[config.mk]
export PLATFORM = sky130hd
export DESIGN_NAME = camera_init_sequencer
export DESIGN_NICKNAME = d
export VERILOG_FILES = /design/src/rtl/camera_init_sequencer.sv
export SDC_FILE = /design/constraint.sdc
export NUM_CORES = 1
export LEC_CHECK = 0
export ABC_AREA = 1
export ABC_CLOCK_PERIOD_IN_PS = 2000
export CORE_MARGIN = 5
export CORE_UTILIZATION = 53
export DETAILED_ROUTE_END_ITERATION = 12
export PLACE_DENSITY_LB_ADDON = 0.25
export SLEW_MARGIN = 10
export SYNTH_ARGS = -nofsm -noshare
export SYNTH_HDL_FRONTEND = slang
export SYNTH_SLANG_ARGS = --single-unit
[constraint.sdc]
create_clock -name clk -period 2 [get_ports clk]
set_input_delay 0.5 -clock clk [delete_from_list [all_inputs] [get_ports clk]]
set_output_delay 0.5 -clock clk [all_outputs]
set_load 0.02 [all_outputs]
[src/rtl/camera_init_sequencer.sv]
// camera_init_sequencer: walks an 18-step one-hot startup vector, then forwards host register writes
// as timed special-command pulses followed by a settle gap.
module camera_init_sequencer #(
  parameter int StepCycles    = 500000,
  parameter int CmdHoldCycles = 16,
  parameter int CmdGapCycles  = 500000
) (
  input  logic        clk,
  input  logic        reset_n,
  input  logic        start_init,
  input  logic        host_cmd_valid,
  input  logic [7:0]  host_cmd_register,
  input  logic [15:0] host_cmd_data,
  output logic        host_cmd_ready,
  output logic [17:0] startup_sequencer,
  output logic        send_special_i2c_command,
  output logic [7:0]  special_i2c_command_register,
  output logic [15:0] special_i2c_command_data,
  output logic        init_done,
  output logic        busy
);
  typedef enum logic [2:0] {IDLE, INIT_STEP, READY, CMD_ASSERT, CMD_GAP} state_t;
  localparam logic [31:0] StepLoad = 32'(StepCycles - 1);
  localparam logic [31:0] HoldLoad = 32'(CmdHoldCycles - 1);
  localparam logic [31:0] GapLoad  = 32'(CmdGapCycles - 1);
  state_t state_q, state_d;
  logic [31:0] cnt_q, cnt_d;
  logic [4:0]  idx_q, idx_d;
  logic [17:0] seq_q, seq_d;
  logic        send_q, send_d, done_q, done_d, busy_q;
  logic [7:0]  reg_q, reg_d;
  logic [15:0] data_q, data_d;
  assign host_cmd_ready = (state_q == READY) && !start_init;
  always_comb begin
    state_d = state_q;
    cnt_d   = cnt_q;
    idx_d   = idx_q;
    seq_d   = seq_q;
    send_d  = send_q;
    done_d  = done_q;
    reg_d   = reg_q;
    data_d  = data_q;
    case (state_q)
      IDLE: if (start_init) begin
        state_d = INIT_STEP;
        idx_d   = 5'd0;
        seq_d   = 18'h00001;
        cnt_d   = StepLoad;
      end
      INIT_STEP: if (cnt_q != 32'd0) cnt_d = cnt_q - 32'd1;
        else if (idx_q < 5'd17) begin
          idx_d = idx_q + 5'd1;
          seq_d = seq_q << 1;
          cnt_d = StepLoad;
        end else begin
          seq_d   = 18'h0;
          done_d  = 1'b1;
          state_d = READY;
        end
      // start_init outranks a pending host write
      READY: if (start_init) begin
        state_d = INIT_STEP;
        idx_d   = 5'd0;
        seq_d   = 18'h00001;
        cnt_d   = StepLoad;
        done_d  = 1'b0;
      end else if (host_cmd_valid) begin
        reg_d   = host_cmd_register;
        data_d  = host_cmd_data;
        send_d  = 1'b1;
        cnt_d   = HoldLoad;
        state_d = CMD_ASSERT;
      end
      CMD_ASSERT: if (cnt_q != 32'd0) cnt_d = cnt_q - 32'd1;
        else begin
          send_d  = 1'b0;
          cnt_d   = GapLoad;
          state_d = CMD_GAP;
        end
      CMD_GAP: if (cnt_q != 32'd0) cnt_d = cnt_q - 32'd1;
        else state_d = READY;
      default: state_d = IDLE;
    endcase
  end
  always_ff @(posedge clk) begin
    if (!reset_n) begin
      state_q <= IDLE;
      cnt_q   <= 32'd0;
      idx_q   <= 5'd0;
      seq_q   <= 18'h0;
      send_q  <= 1'b0;
      done_q  <= 1'b0;
      reg_q   <= 8'h0;
      data_q  <= 16'h0;
      busy_q  <= 1'b0;
    end else begin
      state_q <= state_d;
      cnt_q   <= cnt_d;
      idx_q   <= idx_d;
      seq_q   <= seq_d;
      send_q  <= send_d;
      done_q  <= done_d;
      reg_q   <= reg_d;
      data_q  <= data_d;
      busy_q  <= (state_d != IDLE) && (state_d != READY);
    end
  end
  assign startup_sequencer            = seq_q;
  assign send_special_i2c_command     = send_q;
  assign special_i2c_command_register = reg_q;
  assign special_i2c_command_data     = data_q;
  assign init_done                    = done_q;
  assign busy                         = busy_q;
endmodule

==> results.toml <==
[power_and_ir_drop]
p_per_area_nw_per_um2 = 654
ir_drop_v = 0.000457
internal_power_mw = 2.52
swShare = 0.316
p_clk_frac = 0.302
pwr-share-comb = 0.210
power_switching_mw = 1.16
total_power_mw = 3.68
p_leak_nw = 2.27
p_seq_frac = 0.487

[clocking]
numCtsBuffers = 9
htreeDepth = 3
numClockSinks = 85
cts-root-buf = "clkbuf_8"
cts_max_path_buffers = 2
worstSkewPairLatency_ns = 0.37
tritoncts = "yes"
clk_pin_slew_ns = 0.09

[global_routing]
antenna_found_initial = 0
grt_use_total = 0.226
grt_max_degree = 35
grt_pass1_wl_um = 18500
gr-total-overflow = 0
grt_pass1_vias = 4036

[worst_setup_path]
startpoint = "cnt_q[0]"
path_cells = "inv_1 > ha_2 > buf_4 > nand2_1 > nor2_1 > nand2_1 > nor2_2 > o21ai_2 > buf_12 > nand2_1 > a21oi_1"
critPathTopFamily = "compound AO/OA/AOI/OAI gates"
crit_type = "reg -> reg"
max_stage_delay_ns = 0.39
r2r_start = "cnt_q[0]"
crit_arrival_ns = 2.20
slowest_stage = "o21ai_2"
crit_buf_inv = 3
path_max_fanout = 18
end_kind = "register"
crit_required_ns = 2.28
cp-start-kind = "register"
cp_common_cell = "nand2_1"

[sta]
slew_violations = 0
hold-worst-slack_ns = 0.457
worst_pin_slew_ns = 0.474
finalSetupTns_ns = 0
fmax_ghz = 0.523
rsz0062_at_grt = "true"
period_needed_ns = 1.91
setup_violations = 0
fin_skew_ns = 0.0109
hold_violations = 0
slew_headroom = 0.684
fin_ws_ns = 0.0886
post-route-period-util = 0.956

[layout]
drive_gt1_frac = 0.168
final_design_area_no_fill_um2 = 5620
nFillCells = 667
antennaDiodeCount = 0
fin_nets = 752
area_growth_pct = 30.0

[worst_hold_path]
min_from = "idx_q[4]"
hp-class = "reg -> reg"

[placed_design]
pre_cts_ws_ns = -0.252
gp_congestion = 0.921
placed_area_um2 = 5330
io_buffer_count = 73
hpwlAfterDp_um = 8520

[synth]
synth_edf_count = 0
ys_warn_count = 0
synth-seq-area-share = 0.394
avgSynthCellArea_um2 = 6.98
synthArstFlopShare = 0
syn_inst = 619
synth.distinct_cells = 36
syn-num-nets = 650
synth-seq-cells = 85
synth_flop_cell = "dfxtp_1"
synth_area_um2 = 4320

[flow_run]
maxCapViolCount = 0

[drt]
dr.pass1.iters = 7
wl_um = 11500
detail_route.vias_per_cell = 5.32
ant_nets = 0
wl_per_cell_um = 13.8
drc = 0
drt_iter0_markers = 189
via_count = 4423

[outcome]
outcome = "finished clean"

[floorplan]
dieArea_um2 = 10100
row_count = 33
core_um2 = 8090
die_w_um = 100
ios = 74
start_util = 0.534
die_h_um = 100
## sequential cells by signal (all words and copies together), names as in the netlist
name,cells
cnt_q,32
special_i2c_command_register,8
idx_q,5
send_special_i2c_command,1
state_q,3
special_i2c_command_data,16
busy,1
init_done,1
startup_sequencer,18
## cell usage in the layout, fill, tap and decap left out, types with 3 or more instances in the layout
cell	n
nand2_4	4
dfxtp_1	80
nand3_1	35
clkbuf_8	9
o21ai_0	46
nor2_1	117
nand3b_1	4
xor2_1	5
a21oi_2	3
nand2_2	12
buf_12	3
xnor2_1	4
nor3_1	10
nand2_1	118
nand4_1	11
a21oi_1	48
dfxtp_2	5
nor2_2	15
inv_1	42
buf_4	34
clkdlybuf4s50_1	72
nor2_4	14
## power by group through the flow
stage / Sequential, mW / Clock [mW] / Combinational, mW
2_1_floorplan: 1.83 / 0 / 0.494
3_3_place_gp: 1.83 / 0 / 0.712
3_5_place_dp: 1.83 / 0 / 0.731
4_1_cts: 1.79 / 1.13 / 0.737
5_1_grt: 1.80 / 1.22 / 0.849
6_report: 1.79 / 1.11 / 0.774
## per-layer routing
layer / track usage / up-vias / part of all wire
li1: - / 2209 / -
met1: 0.283 / 2048 / 0.43
met2: 0.386 / 142 / 0.49
met3: 0.0396 / 24 / 0.062
met4: 0.0881 / 0 / 0.024
met5: 0 / - / 0
## Yosys cell counts (7+ instances only)
cell type,number,area (um^2)
dfxtp_1,85,1700
nand4_1,11,68.8
a21oi_1,49,245
nor2_2,15,93.8
nand2_2,7,43.8
o21ai_0,46,230
nand3_1,35,175
nor2_4,9,101
nor3_1,12,60.1
nor2_1,122,458
inv_1,42,158
nand2_1,123,462
buf_6,7,78.8
clkbuf_1,8,30.0
## cell families (layout without fill, tap and decap cells)
kind of cell,after synthesis,after routing,share of synthesized area
buffers and inverters,66,173,0.0721
AND/OR/NAND/NOR,350,350,0.375
AO/OA/AOI/OAI,106,106,0.133
adder cells (fa/ha/maj),3,3,0.00868
flip-flops,85,85,0.394
XOR/XNOR,9,9,0.0182
## metrics by stage
step                 util  instances
floorplan               -        619
global placement    0.659        810
detailed placement  0.659        810
CTS                 0.681        826
global route        0.695        831
finish              0.695        831
## worst register-to-register path, cell delays in order (launching register included)
cell and delay [ns]:
dfxtp_1 0.34, inv_1 0.07, ha_2 0.19, buf_4 0.13, nand2_1 0.06, nor2_1 0.05
nand2_1 0.10, nor2_2 0.07, o21ai_2 0.39, buf_12 0.21, nand2_1 0.06, a21oi_1 0.17
## area by class of cell
class | count | area, um^2 | share of cell area
inverter | 46 | 178 | 0.0316
clock buffer | 10 | 128 | 0.0227
timing repair buffer | 111 | 1050 | 0.187
tap | 105 | 131 | 0.0234
clock inverter | 6 | 46.3 | 0.00824
multi-input combinational | 468 | 2380 | 0.423
sequential | 85 | 1710 | 0.304
## worst paths after layout
kind / to / slack, ns / depth (start not counted)
setup reg to reg: startup_sequencer[9] / 0.09 / 11
hold reg to reg: idx_q[4] / 0.46 / 2
setup / recovery: startup_sequencer[9] / 0.09 / 11
hold / removal: idx_q[4] / 0.46 / 2
## what timing repair did
item	in CTS	in global routing
buffers inserted	0	5
endpoints found under the setup margin	1	39
hold buffers	0	0
endpoints found under the hold margin	0	0
pin swaps	0	12
resized for setup	3	28
No activity file was read; power rests on OpenSTA's default activity.
